File: src/rtl/pucch_cs_hop_ctrl_if.sv
// rtl/pucch_cs_hop_ctrl_if.sv - request, Gold-generator and n_cs result signals of pucch_cs_hop_ctrl
interface pucch_cs_hop_ctrl_if;
  logic        i_start;
  logic [9:0]  i_n_id;
  logic [7:0]  i_slot;
  logic        o_gen_load;
  logic        o_gen_en;
  logic [30:0] o_gen_init;
  logic [7:0]  i_gen_seq;
  logic        i_gen_valid;
  logic [7:0]  o_ncs;
  logic [3:0]  o_sym_idx;
  logic        o_ncs_valid;
  logic        o_busy;
  logic        o_done;

  modport master (
    input  i_start, i_n_id, i_slot, i_gen_seq, i_gen_valid,
    output o_gen_load, o_gen_en, o_gen_init, o_ncs, o_sym_idx, o_ncs_valid, o_busy, o_done
  );

  modport slave (
    output i_start, i_n_id, i_slot, i_gen_seq, i_gen_valid,
    input  o_gen_load, o_gen_en, o_gen_init, o_ncs, o_sym_idx, o_ncs_valid, o_busy, o_done
  );
endinterface

File: src/rtl/pucch_cs_hop_ctrl.sv
// rtl/pucch_cs_hop_ctrl.sv - PUCCH cyclic-shift hopping n_cs controller; PUCCH_CS_HOP_ABORT_EN adds i_abort
module pucch_cs_hop_ctrl #(
  parameter int N_SYMB_SLOT = 14,
  parameter int MAX_SLOT    = 159
) (
  input  logic clk,
  input  logic rst,
`ifdef PUCCH_CS_HOP_ABORT_EN
  input  logic i_abort,
`endif
  pucch_cs_hop_ctrl_if.master bus
);

  typedef enum logic [1:0] {IDLE, LOAD, RUN, FLUSH} state_t;

  localparam logic [11:0] NS       = 12'(N_SYMB_SLOT);
  localparam logic [7:0]  MAX_S    = 8'(MAX_SLOT);
  localparam logic [3:0]  LAST_SYM = 4'(N_SYMB_SLOT - 1);

  state_t      state_q, state_d;
  logic [9:0]  n_id_q;
  logic [7:0]  slot_q;
  logic [11:0] issue_q;
  logic [11:0] k_q;
  logic [3:0]  sym_q;
  logic [11:0] skip;
  logic [11:0] total;
  logic        abort;
  logic        ret_ok;
  logic        last_ret;

`ifdef PUCCH_CS_HOP_ABORT_EN
  assign abort = i_abort && (state_q != IDLE);
`else
  assign abort = 1'b0;
`endif

  // Bytes before the requested slot are pulled through the generator and dropped.
  assign skip     = NS * {4'd0, slot_q};
  assign total    = skip + NS;
  assign ret_ok   = bus.i_gen_valid && ((state_q == RUN) || (state_q == FLUSH));
  assign last_ret = ret_ok && (k_q == total - 12'd1);

  always_ff @(posedge clk or posedge rst) begin
    if (rst) state_q <= IDLE;
    else     state_q <= state_d;
  end

  always_comb begin
    state_d = state_q;
    case (state_q)
      IDLE:    if (bus.i_start) state_d = LOAD;
      LOAD:    state_d = RUN;
      RUN:     if (issue_q == total - 12'd1) state_d = FLUSH;
      FLUSH:   if (last_ret) state_d = IDLE;
      default: state_d = IDLE;
    endcase
    if (abort) state_d = IDLE;
  end

  assign bus.o_gen_load = (state_q == LOAD);
  assign bus.o_gen_en   = (state_q == RUN);
  assign bus.o_gen_init = (state_q == LOAD) ? {21'd0, n_id_q} : 31'd0;
  assign bus.o_busy     = (state_q != IDLE);

  always_ff @(posedge clk or posedge rst) begin
    if (rst) begin
      n_id_q          <= '0;
      slot_q          <= '0;
      issue_q         <= '0;
      k_q             <= '0;
      sym_q           <= '0;
      bus.o_ncs       <= '0;
      bus.o_sym_idx   <= '0;
      bus.o_ncs_valid <= 1'b0;
      bus.o_done      <= 1'b0;
    end else begin
      bus.o_ncs_valid <= 1'b0;
      bus.o_done      <= bus.o_ncs_valid && (bus.o_sym_idx == LAST_SYM);
      case (state_q)
        IDLE: if (bus.i_start) begin
          n_id_q <= bus.i_n_id;
          slot_q <= (bus.i_slot > MAX_S) ? MAX_S : bus.i_slot;
        end
        LOAD: begin
          issue_q <= '0;
          k_q     <= '0;
          sym_q   <= '0;
        end
        RUN:     issue_q <= issue_q + 12'd1;
        default: ;
      endcase
      if (ret_ok && !abort) begin
        k_q <= k_q + 12'd1;
        if (k_q >= skip) begin
          bus.o_ncs       <= bus.i_gen_seq;
          bus.o_sym_idx   <= sym_q;
          bus.o_ncs_valid <= 1'b1;
          sym_q           <= sym_q + 4'd1;
        end
      end
    end
  end

endmodule

File: src/flat_wrapper.sv
// flat-port wrapper written by rule: the top's interface ports become plain ports
module pucch_cs_hop_ctrl_flat 
#(
  parameter int N_SYMB_SLOT = 14,
  parameter int MAX_SLOT    = 159
)
  (clk, rst, bus_i_start, bus_i_n_id, bus_i_slot, bus_i_gen_seq, bus_i_gen_valid, bus_o_gen_load, bus_o_gen_en, bus_o_gen_init, bus_o_ncs, bus_o_sym_idx, bus_o_ncs_valid, bus_o_busy, bus_o_done);
  pucch_cs_hop_ctrl_if bus_i ();
  input  logic clk;
  input  logic rst;
  input wire logic [$bits(bus_i.i_start)-1:0] bus_i_start;
  input wire logic [$bits(bus_i.i_n_id)-1:0] bus_i_n_id;
  input wire logic [$bits(bus_i.i_slot)-1:0] bus_i_slot;
  input wire logic [$bits(bus_i.i_gen_seq)-1:0] bus_i_gen_seq;
  input wire logic [$bits(bus_i.i_gen_valid)-1:0] bus_i_gen_valid;
  output wire logic [$bits(bus_i.o_gen_load)-1:0] bus_o_gen_load;
  output wire logic [$bits(bus_i.o_gen_en)-1:0] bus_o_gen_en;
  output wire logic [$bits(bus_i.o_gen_init)-1:0] bus_o_gen_init;
  output wire logic [$bits(bus_i.o_ncs)-1:0] bus_o_ncs;
  output wire logic [$bits(bus_i.o_sym_idx)-1:0] bus_o_sym_idx;
  output wire logic [$bits(bus_i.o_ncs_valid)-1:0] bus_o_ncs_valid;
  output wire logic [$bits(bus_i.o_busy)-1:0] bus_o_busy;
  output wire logic [$bits(bus_i.o_done)-1:0] bus_o_done;
  assign bus_i.i_start = bus_i_start;
  assign bus_i.i_n_id = bus_i_n_id;
  assign bus_i.i_slot = bus_i_slot;
  assign bus_i.i_gen_seq = bus_i_gen_seq;
  assign bus_i.i_gen_valid = bus_i_gen_valid;
  assign bus_o_gen_load = bus_i.o_gen_load;
  assign bus_o_gen_en = bus_i.o_gen_en;
  assign bus_o_gen_init = bus_i.o_gen_init;
  assign bus_o_ncs = bus_i.o_ncs;
  assign bus_o_sym_idx = bus_i.o_sym_idx;
  assign bus_o_ncs_valid = bus_i.o_ncs_valid;
  assign bus_o_busy = bus_i.o_busy;
  assign bus_o_done = bus_i.o_done;
  pucch_cs_hop_ctrl #(.N_SYMB_SLOT(N_SYMB_SLOT), .MAX_SLOT(MAX_SLOT)) u_core (.clk(clk), .rst(rst), .bus(bus_i));
endmodule
File: config.mk
export PLATFORM = sky130hd
export DESIGN_NAME = pucch_cs_hop_ctrl_flat
export DESIGN_NICKNAME = d
export VERILOG_FILES = /design/src/rtl/pucch_cs_hop_ctrl_if.sv /design/src/rtl/pucch_cs_hop_ctrl.sv /design/src/flat_wrapper.sv
export SDC_FILE = /design/constraint.sdc
export NUM_CORES = 1
export LEC_CHECK = 0
export BUFFER_PORTS_ARGS = -buffer_cell sky130_fd_sc_hd__buf_4
export CAP_MARGIN = 5
export CORE_MARGIN = 4
export CORE_UTILIZATION = 51
export CTS_BUF_LIST = sky130_fd_sc_hd__clkbuf_4 sky130_fd_sc_hd__clkbuf_8 sky130_fd_sc_hd__clkbuf_16
export CTS_CLUSTER_DIAMETER = 40
export DETAILED_ROUTE_END_ITERATION = 8
export PLACE_DENSITY = 0.77
export SYNTH_ARGS = -nofsm -noshare
export SYNTH_HDL_FRONTEND = slang
export SYNTH_SLANG_ARGS = --single-unit
File: constraint.sdc
create_clock -name clk -period 4.04 [get_ports clk]
set_input_delay 0.808 -clock clk [delete_from_list [all_inputs] [get_ports clk]]
set_output_delay 0.808 -clock clk [all_outputs]
set_load 0.05 [all_outputs]
==> results.ini, run 1 <==
[outcome]
status = finished, final reports clean

[setup_path]
crit_arrival_ns = 4.25
startpoint_type = flop
required_ns = 4.27
r2r_slack_ns = 0.01
path_class = reg -> reg
rr_worst_depth = 14
worstPathMaxFanout = 8
critPathCaptureType = flop

[power]
combPwrFrac_pct = 7.0
sw_frac_of_total_pct = 21.6
vdd_drop_max_uv = 251
p_int_mw = 1.11
p_total_mw = 1.42
clockPowerShare_pct = 48.6
power_switching_uw = 306
p_leak_nw = 2.50
p_per_area_nw_per_um2 = 274
seqPwrFrac_pct = 44.4

[synth]
post-synth-top-count-cell = dfrtp_1
ys_seq_area_share_pct = 36.8
muxShareOfSynthArea_pct = 9.03
synth_top_cells_by_area = dfrtp_1 37%, ha_1 8.6%, mux2_2 6.1%
synth_xor_xnor_area_share_pct = 6.89
synth_cell_types = 65
avgSynthCellArea_um2 = 10.1
yosys_most_used_dff = dfrtp_1
async_flop_share_pct = 100
synth_top_family_by_area = simple AND/OR/NAND/NOR gates
syn_inst = 419
yosys_warnings = 0
yosys.area_share.simple_pct = 15.9
synth_top_area_cell = dfrtp_1
ys_ff_latch = 62
synth_edf_count = 0
synthAdderAreaFrac_pct = 12.4
synth_common_cells = 62 x dfrtp_1, 29 x ha_1, 26 x o21ai_0
synth_top_area_share_pct = 36.8
syn-cell-area_um2 = 4210
synth_compound_area_share_pct = 12.1

[floorplan]
fp.dieW_um = 98.9
fp.coreArea_um2 = 7890
num_rows = 32
dieArea_um2 = 9780
start_util_pct = 53.4
io_pins = 78
die_h_um = 98.9

[final_layout]
syn_to_final_growth_pct = 22.7
drive_gt1_share_pct = 29.8
antenna_cells = 0
fillCellCount = 608
num-nets-final = 565

[sta]
final_max_slew_viol_count = 0
setup_viol = 0
period_needed_ns = 4.03
setup_tns_ns = 0
rsz0062_at_grt = true
skew_ns = 0.0131
fmax_ghz = 0.248
hold_viol = 0
worst_pin_slew_ns = 1.21
relSlewSlack_pct = 19.4
min_period_over_period_pct = 99.7

[drt]
drtIter0Drc = 126
viasPerCell = 5.53
vias = 3345
ant_nets = 0
drtPass1Iterations = 4
wl_per_cell_um = 15.6
remaining_drc_errors = 0
drt-total-wl_mm = 9.44

[global_route]
grt_max_degree = 38
grtUsageTotal_pct = 20.0
antenna_found_initial = 0
grt_pass1_wl_mm = 16.1
grt-ovfl-total = 0
grt_pass1_vias = 3403

[clocking]
cts.clk_slew.worst_paths_ns = 0.07
htreeDepth = 3
cts_tree = yes
cts_sinks = 62
clk_latency_ns = 0.33
cts_max_path_buffers = 2
hold_buffers = 0
cts_made_buffers = 9
cts_root_buf = clkbuf_8

[place]
routabilityCongestion = 0.862
io_buffer_count = 56
dp_hpwl_mm = 7.02

[min_path]
min_path_cells = 1
hp-class = reg -> reg

[flow_run]
cap_violations = 0

## cells in the final DEF (no fill, tap or decap), types with 4 or more instances in the layout
cell type,count
buf_4,77
dfrtp_1,59
ha_1,26
o21ai_0,24
nor2_1,23
nand2_1,22
mux2_2,22
inv_1,21
conb_1,21
xor2_1,17
nand3_1,15
mux2i_1,11
and2_1,11
clkbuf_8,11
a21oi_1,8
xnor2_1,8
nor2b_1,6
nor3_1,6
fa_1,6
or3_1,5
o21a_1,5
o22a_1,5
nand2b_1,4
nand4_1,4
nand3b_1,4
## worst max-delay path, stage by stage, from the launching register on
cell and delay, ns:
dfrtp_1 0.43, fa_1 0.47, ha_2 0.20, fa_2 0.39, a211o_1 0.31, a31oi_1 0.24
o311ai_2 0.15, ha_1 0.33, nor2b_1 0.14, o21ai_1 0.11, nand2b_1 0.08, a221oi_2 0.28
a21o_2 0.26, clkinvlp_4 0.20, mux2_4 0.33
## worst paths after layout
check,from,to
worst max register to register,u_core.slot_q[1],u_core.bus.o_sym_idx[3]
min in group asynchronous,rst,u_core.bus.o_ncs[4]
max in group asynchronous,rst,u_core.k_q[3]
worst min-delay path,u_core.bus.o_sym_idx[1],u_core.bus.o_done
worst min register to register,u_core.bus.o_sym_idx[1],u_core.bus.o_done
worst max-delay path,u_core.slot_q[1],u_core.bus.o_sym_idx[3]
## timing repair
action / in CTS / in global routing
endpoints found under the hold margin: 0 / 0
gates resized for setup: 6 / 22
cloned: 1 / 0
setup endpoints to repair: 14 / 17
buffers inserted: 2 / 5
pin swaps: 2 / 13
## stage by stage
step	cells	utilization, %	setup slack [ns]	hold slack (ns)	instance area [um^2]
finish	605	65.5	0.0136	0.464	5170
global route	605	65.5	-0.156	0.504	5170
CTS	600	64.1	0.00968	0.478	5050
detailed placement	581	60.3	-0.125	0.458	4760
global placement	581	60.3	0.0190	0.456	4760
floorplan	439	-	0.0149	0.469	4300
## state kept, by name (all words and copies together) (netlist names)
register,flops
u_core.n_id_q,10
u_core.bus.o_ncs_valid,1
u_core.state_q,2
u_core.k_q,12
u_core.slot_q,8
u_core.issue_q,12
u_core.bus.o_sym_idx,4
u_core.sym_q,4
u_core.bus.o_ncs,8
u_core.bus.o_done,1
## routing by layer
layer	routed length, um	vias up	global-route usage (%)
met4	225	0	7.04
li1	-	1607	-
met5	0	-	0
met3	483	25	4.46
met1	3990	1612	25.6
met2	4730	101	33.4
## area by class of cell
cell class	count	area, um^2	share of cell area, %
tap	102	128	2.47
clock inverter	3	90.1	1.74
clock buffer	13	166	3.22
multi-input combinational	324	2550	49.4
inverter	23	91.3	1.77
timing repair buffer	77	578	11.2
timing repair inverter	1	7.51	0.145
sequential	62	1560	30.1
## power by group through the flow
stage	clock, mW	sequential, mW	combinational, mW
floorplan	0	0.639	0.0836
global placement	0	0.640	0.0955
detailed placement	0	0.640	0.0977
CTS	0.704	0.629	0.0995
global route	0.727	0.629	0.107
finish	0.688	0.629	0.0987
## cells by family after synthesis
| logic type | Yosys count |
|---|---|
| xor+xnor | 29 |
| other cells | 1 |
| flops | 62 |
| buf+inv | 53 |
| mux | 35 |
| simple gates | 125 |
| compound gates | 77 |
| fa+ha+maj | 37 |
Note: power is estimated with default switching activity, not from simulation.
==> inputs of run 2 (changes only) <==
--- a/config.mk
+++ b/config.mk
@@ -7,7 +7,6 @@
 export LEC_CHECK = 0
 export BUFFER_PORTS_ARGS = -buffer_cell sky130_fd_sc_hd__buf_4
 export CAP_MARGIN = 5
-export CORE_MARGIN = 4
 export CORE_UTILIZATION = 51
 export CTS_BUF_LIST = sky130_fd_sc_hd__clkbuf_4 sky130_fd_sc_hd__clkbuf_8 sky130_fd_sc_hd__clkbuf_16
 export CTS_CLUSTER_DIAMETER = 40
==> run 2 against run 1 <==
- power shrank 10%
- core utilization shrank 0.62 points
- sequential power is essentially flat
- flip-flop and latch count is the same
- final area shrank 1.5%
- maximum frequency grew 0.54%
- global-route usage grew 1.6 points
- clock power shrank 21%
- routed wire length shrank 5.0%
- clock skew is essentially flat
- worst hold slack gained 0.036 ns
==> results.ini, run 2 (synthesized netlist as in run 1, its figures left out) <==
[final_layout]
num-nets-final = 564
layout_common_cells = 74 x buf_4, 60 x dfrtp_1, 27 x ha_1
syn_to_final_growth_pct = 20.9
reg_top3 = u_core.issue_q x12, u_core.k_q x12, u_core.n_id_q x10
layout_commonest_cell = buf_4
antenna_cells = 0
drive_gt1_share_pct = 28.9

[setup_path]
r2r-end = u_core.bus.o_sym_idx[1]
crit_top_cell = nor2_2
crit_slowest_cell = fa_1
r2r_slack_ns = 0.04
startpoint_type = flop
worstReg2RegStart = u_core.slot_q[2]
worstPathMaxFanout = 5
crit_arrival_ns = 4.23
required_ns = 4.26
rr_worst_depth = 15
critPathCaptureType = flop
path_class = reg -> reg
max_stage_delay_ns = 0.46
path_cells = fa_1 -> ha_2 -> fa_2 -> a211oi_4 -> nor2_2 -> or4_1 -> a31oi_2 -> ha_1 -> nand4_1 -> nor2_2 -> a221oi_2 -> a21o_1 -> clkinv_4 -> buf_4 -> mux2_2

[power]
p_total_mw = 1.27
vdd_drop_max_uv = 233
p_leak_nw = 2.49
p_per_area_nw_per_um2 = 249

[floorplan]
io_pins = 78
die_h_um = 92.9
fp.dieW_um = 92.9
start_util_pct = 53.7
dieArea_um2 = 8630
fp.coreArea_um2 = 7850
num_rows = 32

[clocking]
cts.clk_slew.worst_paths_ns = 0.07
htreeDepth = 3
cts_sinks = 62
cts_made_buffers = 9
cts_max_path_buffers = 2
clk_latency_ns = 0.34
cts_tree = yes
cts_root_buf = clkbuf_8

[drt]
met2_length_mm = 4.44
wl_met3_um = 332
drtPass1Iterations = 4
drtIter0Drc = 100
remaining_drc_errors = 0
drt-total-wl_mm = 8.97
vias = 3295
wl_met1_mm = 4.05
viasPerCell = 5.46
dr.max_layer_used = met4
ant_nets = 0
wl_per_cell_um = 14.9

[sta]
final_max_slew_viol_count = 0
setup_viol = 0
period_needed_ns = 4.00
rsz0062_at_grt = true
relSlewSlack_pct = 51.7
skew_ns = 0.0132
min_period_over_period_pct = 99.1
worst_pin_slew_ns = 0.724
hold_viol = 0
setup_ws_ns = 0.0353
fmax_ghz = 0.250

[global_route]
antenna_found_initial = 0
grtUsageTotal_pct = 21.6
grt_max_degree = 35
grt-ovfl-total = 0
grt_pass1_wl_mm = 14.7
grt_pass1_vias = 3247

[outcome]
status = finished, final reports clean

[place]
routabilityCongestion = 0.832
pre_cts_slack_ns = -0.111
dp_hpwl_mm = 6.69
io_buffer_count = 56

[min_path]
hp-class = reg -> reg
min_path_cells = 1
whs_endpoint = u_core.n_id_q[1]
hold_path.startpoint = u_core.n_id_q[1]

[flow_run]
cap_violations = 0

-- run 2: cell types whose count changed in the layout (fill, tap and decap cells not counted), moves of 2 or more --
| cell | previous run | this run |
|---|---|---|
| buf_4 | 77 | 74 |
| clkinv_2 | 0 | 2 |
| nand3_1 | 15 | 13 |
| bufinv_16 | 3 | 1 |
| nand3_2 | 0 | 2 |
| buf_6 | 0 | 3 |
| a31oi_2 | 0 | 2 |
-- run 2: critical path, delay by kind of cell (launching register included) --
family	cells	cell delay [ns]
AOI/OAI and AO/OA	4	0.95
DFF	1	0.45
adders and majority gates	4	1.32
buffers and inverters	2	0.25
muxes	1	0.27
and+or+nand+nor	4	0.65
-- run 2: worst max path at each step --
stage          slack, ns  cells after the start              from                      end
3_5_place_dp       -0.11                     15  u_core.slot_q[2]          u_core.sym_q[2]
5_1_grt            -0.15                     15  u_core.slot_q[1]      u_core.bus.o_ncs[6]
6_report            0.04                     15  u_core.slot_q[2]  u_core.bus.o_sym_idx[1]
3_3_place_gp        0.02                     15  u_core.slot_q[2]          u_core.sym_q[2]
4_1_cts            0.009                     13  u_core.slot_q[1]        u_core.state_q[1]
2_1_floorplan       0.01                     15  u_core.slot_q[0]      u_core.bus.o_ncs[0]
-- run 2: layer usage --
layer,global-route usage [%],vias up
li1,-,1593
met1,27.8,1611
met2,36.5,75
met3,4.35,16
met4,7.05,0
met5,0,-
-- run 2: timing repair --
item                       4_1_cts  5_1_grt
gates resized for setup          5       22
cloned                           0        0
hold buffers                     0        0
setup endpoints to repair       14       17
setup buffers                    0        7
pin swaps                        2       10
-- run 2: layout make-up --
class | count | area (um^2)
flip-flops and latches | 62 | 1550
inverters | 23 | 91.3
repair buffers | 77 | 589
fillers | 638 | 2750
clock inverters | 4 | 47.5
well taps | 102 | 128
multi-input cells | 324 | 2540
clock buffers | 11 | 145
-- run 2: report_power, final --
| group | total (mW) | internal, mW | switching [mW] | leakage (nW) |
|---|---|---|---|---|
| Clock | 0.543 | 0.303 | 0.240 | 0.0986 |
| Sequential | 0.629 | 0.624 | 0.00446 | 0.830 |
| Combinational | 0.0981 | 0.0276 | 0.0705 | 1.56 |
| Total | 1.27 | 0.955 | 0.315 | 2.49 |
-- run 2: stage by stage --
step | instances | util [%] | instance area [um^2] | setup TNS (ns) | hold WS [ns]
finish | 603 | 64.9 | 5090 | 0 | 0.500
global route | 603 | 64.9 | 5090 | -1.76 | 0.516
floorplan | 439 | - | 4300 | 0 | 0.469
CTS | 595 | 63.1 | 4950 | 0 | 0.497
detailed placement | 580 | 60.5 | 4750 | -0.668 | 0.476
global placement | 580 | 60.5 | 4750 | 0 | 0.474
==> inputs of run 3 (changes only) <==
--- a/config.mk
+++ b/config.mk
@@ -5,7 +5,7 @@
 export SDC_FILE = /design/constraint.sdc
 export NUM_CORES = 1
 export LEC_CHECK = 0
-export BUFFER_PORTS_ARGS = -buffer_cell sky130_fd_sc_hd__buf_4
+export BUFFER_PORTS_ARGS = -buffer_cell sky130_fd_sc_hd__buf_2
 export CAP_MARGIN = 5
 export CORE_UTILIZATION = 51
 export CTS_BUF_LIST = sky130_fd_sc_hd__clkbuf_4 sky130_fd_sc_hd__clkbuf_8 sky130_fd_sc_hd__clkbuf_16
@@ -15,3 +15,4 @@
 export SYNTH_ARGS = -nofsm -noshare
 export SYNTH_HDL_FRONTEND = slang
 export SYNTH_SLANG_ARGS = --single-unit
+export TNS_END_PERCENT = 10
==> run 3 against run 2 <==
- combinational power down 9.1%
- core utilization fell by 0.33 points
- final area fell by 0.52%
- critical path depth shrank 2
- sequential power about the same
- the flow now finishes with violations (setup timing)
- via count up 0.15%
- clock-buffer cell count down 1
- sequential share of layout area grew 0.18 points
- maximum frequency shrank 2.4%
==> results.ini, run 3 (synthesized netlist as in run 1, its figures left out) <==
[global_route]
antenna_found_initial = 0
grt-ovfl-total = 0
grtUsageTotal_pct = 21.3
grt_pass1_vias = 3075
grt_max_degree = 34
grt_pass1_wl_mm = 14.5

[place]
dp_hpwl_mm = 6.32
pre_cts_slack_ns = -0.0752
routabilityCongestion = 0.886
io_buffer_count = 56
dp_cells = 580

[clocking]
clk_latency_ns = 0.34
htreeDepth = 3
cts_sinks = 62
cts_made_buffers = 9
hold_buffers = 0
cts_tree = yes
cts.clk_slew.worst_paths_ns = 0.08
cts_root_buf = clkbuf_8
cts_max_path_buffers = 2

[final_layout]
layout_commonest_cell = dfrtp_1
layout_common_cells = 59 x dfrtp_1, 56 x buf_2, 26 x ha_1
fin_util_pct = 64.6
antenna_cells = 0
layoutNonFillerInstCount = 613
drive_gt1_share_pct = 30.9
syn_to_final_growth_pct = 20.3
num-nets-final = 573
reg_top3 = u_core.issue_q x12, u_core.k_q x12, u_core.n_id_q x10
fillCellCount = 645

[sta]
setup_ws_ns = -0.0627
worst_pin_slew_ns = 1.18
setup_viol = 9
fmax_ghz = 0.244
min_period_over_period_pct = 102
relSlewSlack_pct = 21.1
final_max_slew_viol_count = 0
period_needed_ns = 4.10
hold_viol = 0
skew_ns = 0.0138
rsz0062_at_grt = true

[setup_path]
crit_arrival_ns = 4.33
required_ns = 4.27
max_stage_delay_ns = 0.58
critPathBufInv = 2
worstPathMaxFanout = 5
path_cells = buf_6 -> fa_2 -> ha_1 -> a211o_1 -> buf_4 -> a211o_1 -> or2_4 -> or4_4 -> xnor2_2 -> mux2i_1 -> a221o_1 -> nand4_2 -> mux2_4
crit_top_cell = a211o_1
crit_slowest_cell = fa_2
path_depth = 13
r2r_slack_ns = -0.06
worstReg2RegStart = u_core.slot_q[2]
rr_worst_depth = 13
startpoint_type = flop
critPathCaptureType = flop
r2r-end = u_core.state_q[1]
path_class = reg -> reg
path_delay_family = compound AO/OA/AOI/OAI gates

[floorplan]
start_util_pct = 53.7
die_h_um = 92.9
fp.coreArea_um2 = 7850
io_pins = 78
dieArea_um2 = 8630
num_rows = 32
fp.dieW_um = 92.9

[outcome]
failed_checks = setup timing
status = finished with violations

[min_path]
min_path_cells = 1
hp-class = reg -> reg
whs_endpoint = u_core.bus.o_done
hold_path.startpoint = u_core.bus.o_sym_idx[1]

[power]
p_per_area_nw_per_um2 = 260
vdd_drop_max_uv = 207
p_leak_nw = 2.52

[drt]
ant_nets = 0
viasPerCell = 5.38
drtPass1Iterations = 4
wl_per_cell_um = 14.5
drtIter0Drc = 94
vias = 3300
remaining_drc_errors = 0
drt-total-wl_mm = 8.87

[flow_run]
cap_violations = 0

-- run 3: changes by cell type in the layout (fill, tap and decap cells not counted), sizes merged --
cell,before,now
bufinv,1,2
clkinv,3,4
clkbuf,11,10
buf,77,86
-- run 3: worst max path at each step --
stage          slack, ns             start                       to
6_report           -0.06  u_core.slot_q[2]        u_core.state_q[1]
2_1_floorplan       0.01  u_core.slot_q[0]      u_core.bus.o_ncs[0]
3_5_place_dp       -0.08  u_core.slot_q[2]        u_core.state_q[1]
5_1_grt            -0.20  u_core.slot_q[2]  u_core.bus.o_sym_idx[2]
3_3_place_gp        0.02  u_core.slot_q[2]        u_core.state_q[1]
4_1_cts            0.004  u_core.slot_q[1]        u_core.state_q[1]
-- run 3: where the power goes --
part           switching, mW  internal (mW)  leakage [nW]
Combinational         0.0692         0.0200          1.58
Clock                  0.245          0.353         0.110
Sequential           0.00450          0.624         0.829
Total                  0.319          0.997          2.52
-- run 3: timing repair --
action / CTS / global route
endpoints found under the setup margin: 14 / 18
pin swaps: 0 / 21
resized for setup: 3 / 31
setup buffers: 2 / 15
-- run 3: worst reg2reg max path: stages (launching register included) --
cell and delay, ns:
dfrtp_2 0.46, buf_6 0.14, fa_2 0.58, ha_1 0.23
a211o_1 0.34, buf_4 0.16, a211o_1 0.28, or2_4 0.25
or4_4 0.57, xnor2_2 0.18, mux2i_1 0.10, a221o_1 0.33
nand4_2 0.09, mux2_4 0.30
-- run 3: metal layers --
layer / global-route usage [%] / up-vias / share of wire [%]
met2: 33.8 / 96 / 48
li1: - / 1623 / -
met5: 0 / - / 0
met3: 4.52 / 20 / 4.9
met1: 28.5 / 1561 / 44
met4: 8.08 / 0 / 2.4
-- run 3: final cells by class --
type	instances	area, um^2	area share, %
Multi-Input combinational cell	324	2550	50.3
Sequential cell	62	1560	30.7
Timing Repair Buffer	86	528	10.4
Clock buffer	10	131	2.59
Tap cell	102	128	2.52
Inverter	23	91.3	1.80
Clock inverter	6	86.3	1.70
-- run 3: metrics by stage --
stage          instance area (um^2)  hold WS [ns]  setup TNS [ns]  total power [mW]
2_1_floorplan                  4300         0.469               0             0.723
3_3_place_gp                   4610         0.449               0             0.728
3_5_place_dp                   4610         0.447          -0.155             0.730
4_1_cts                        4850         0.467               0              1.32
5_1_grt                        5070         0.505           -2.91              1.36
6_report                       5070         0.473          -0.143              1.32
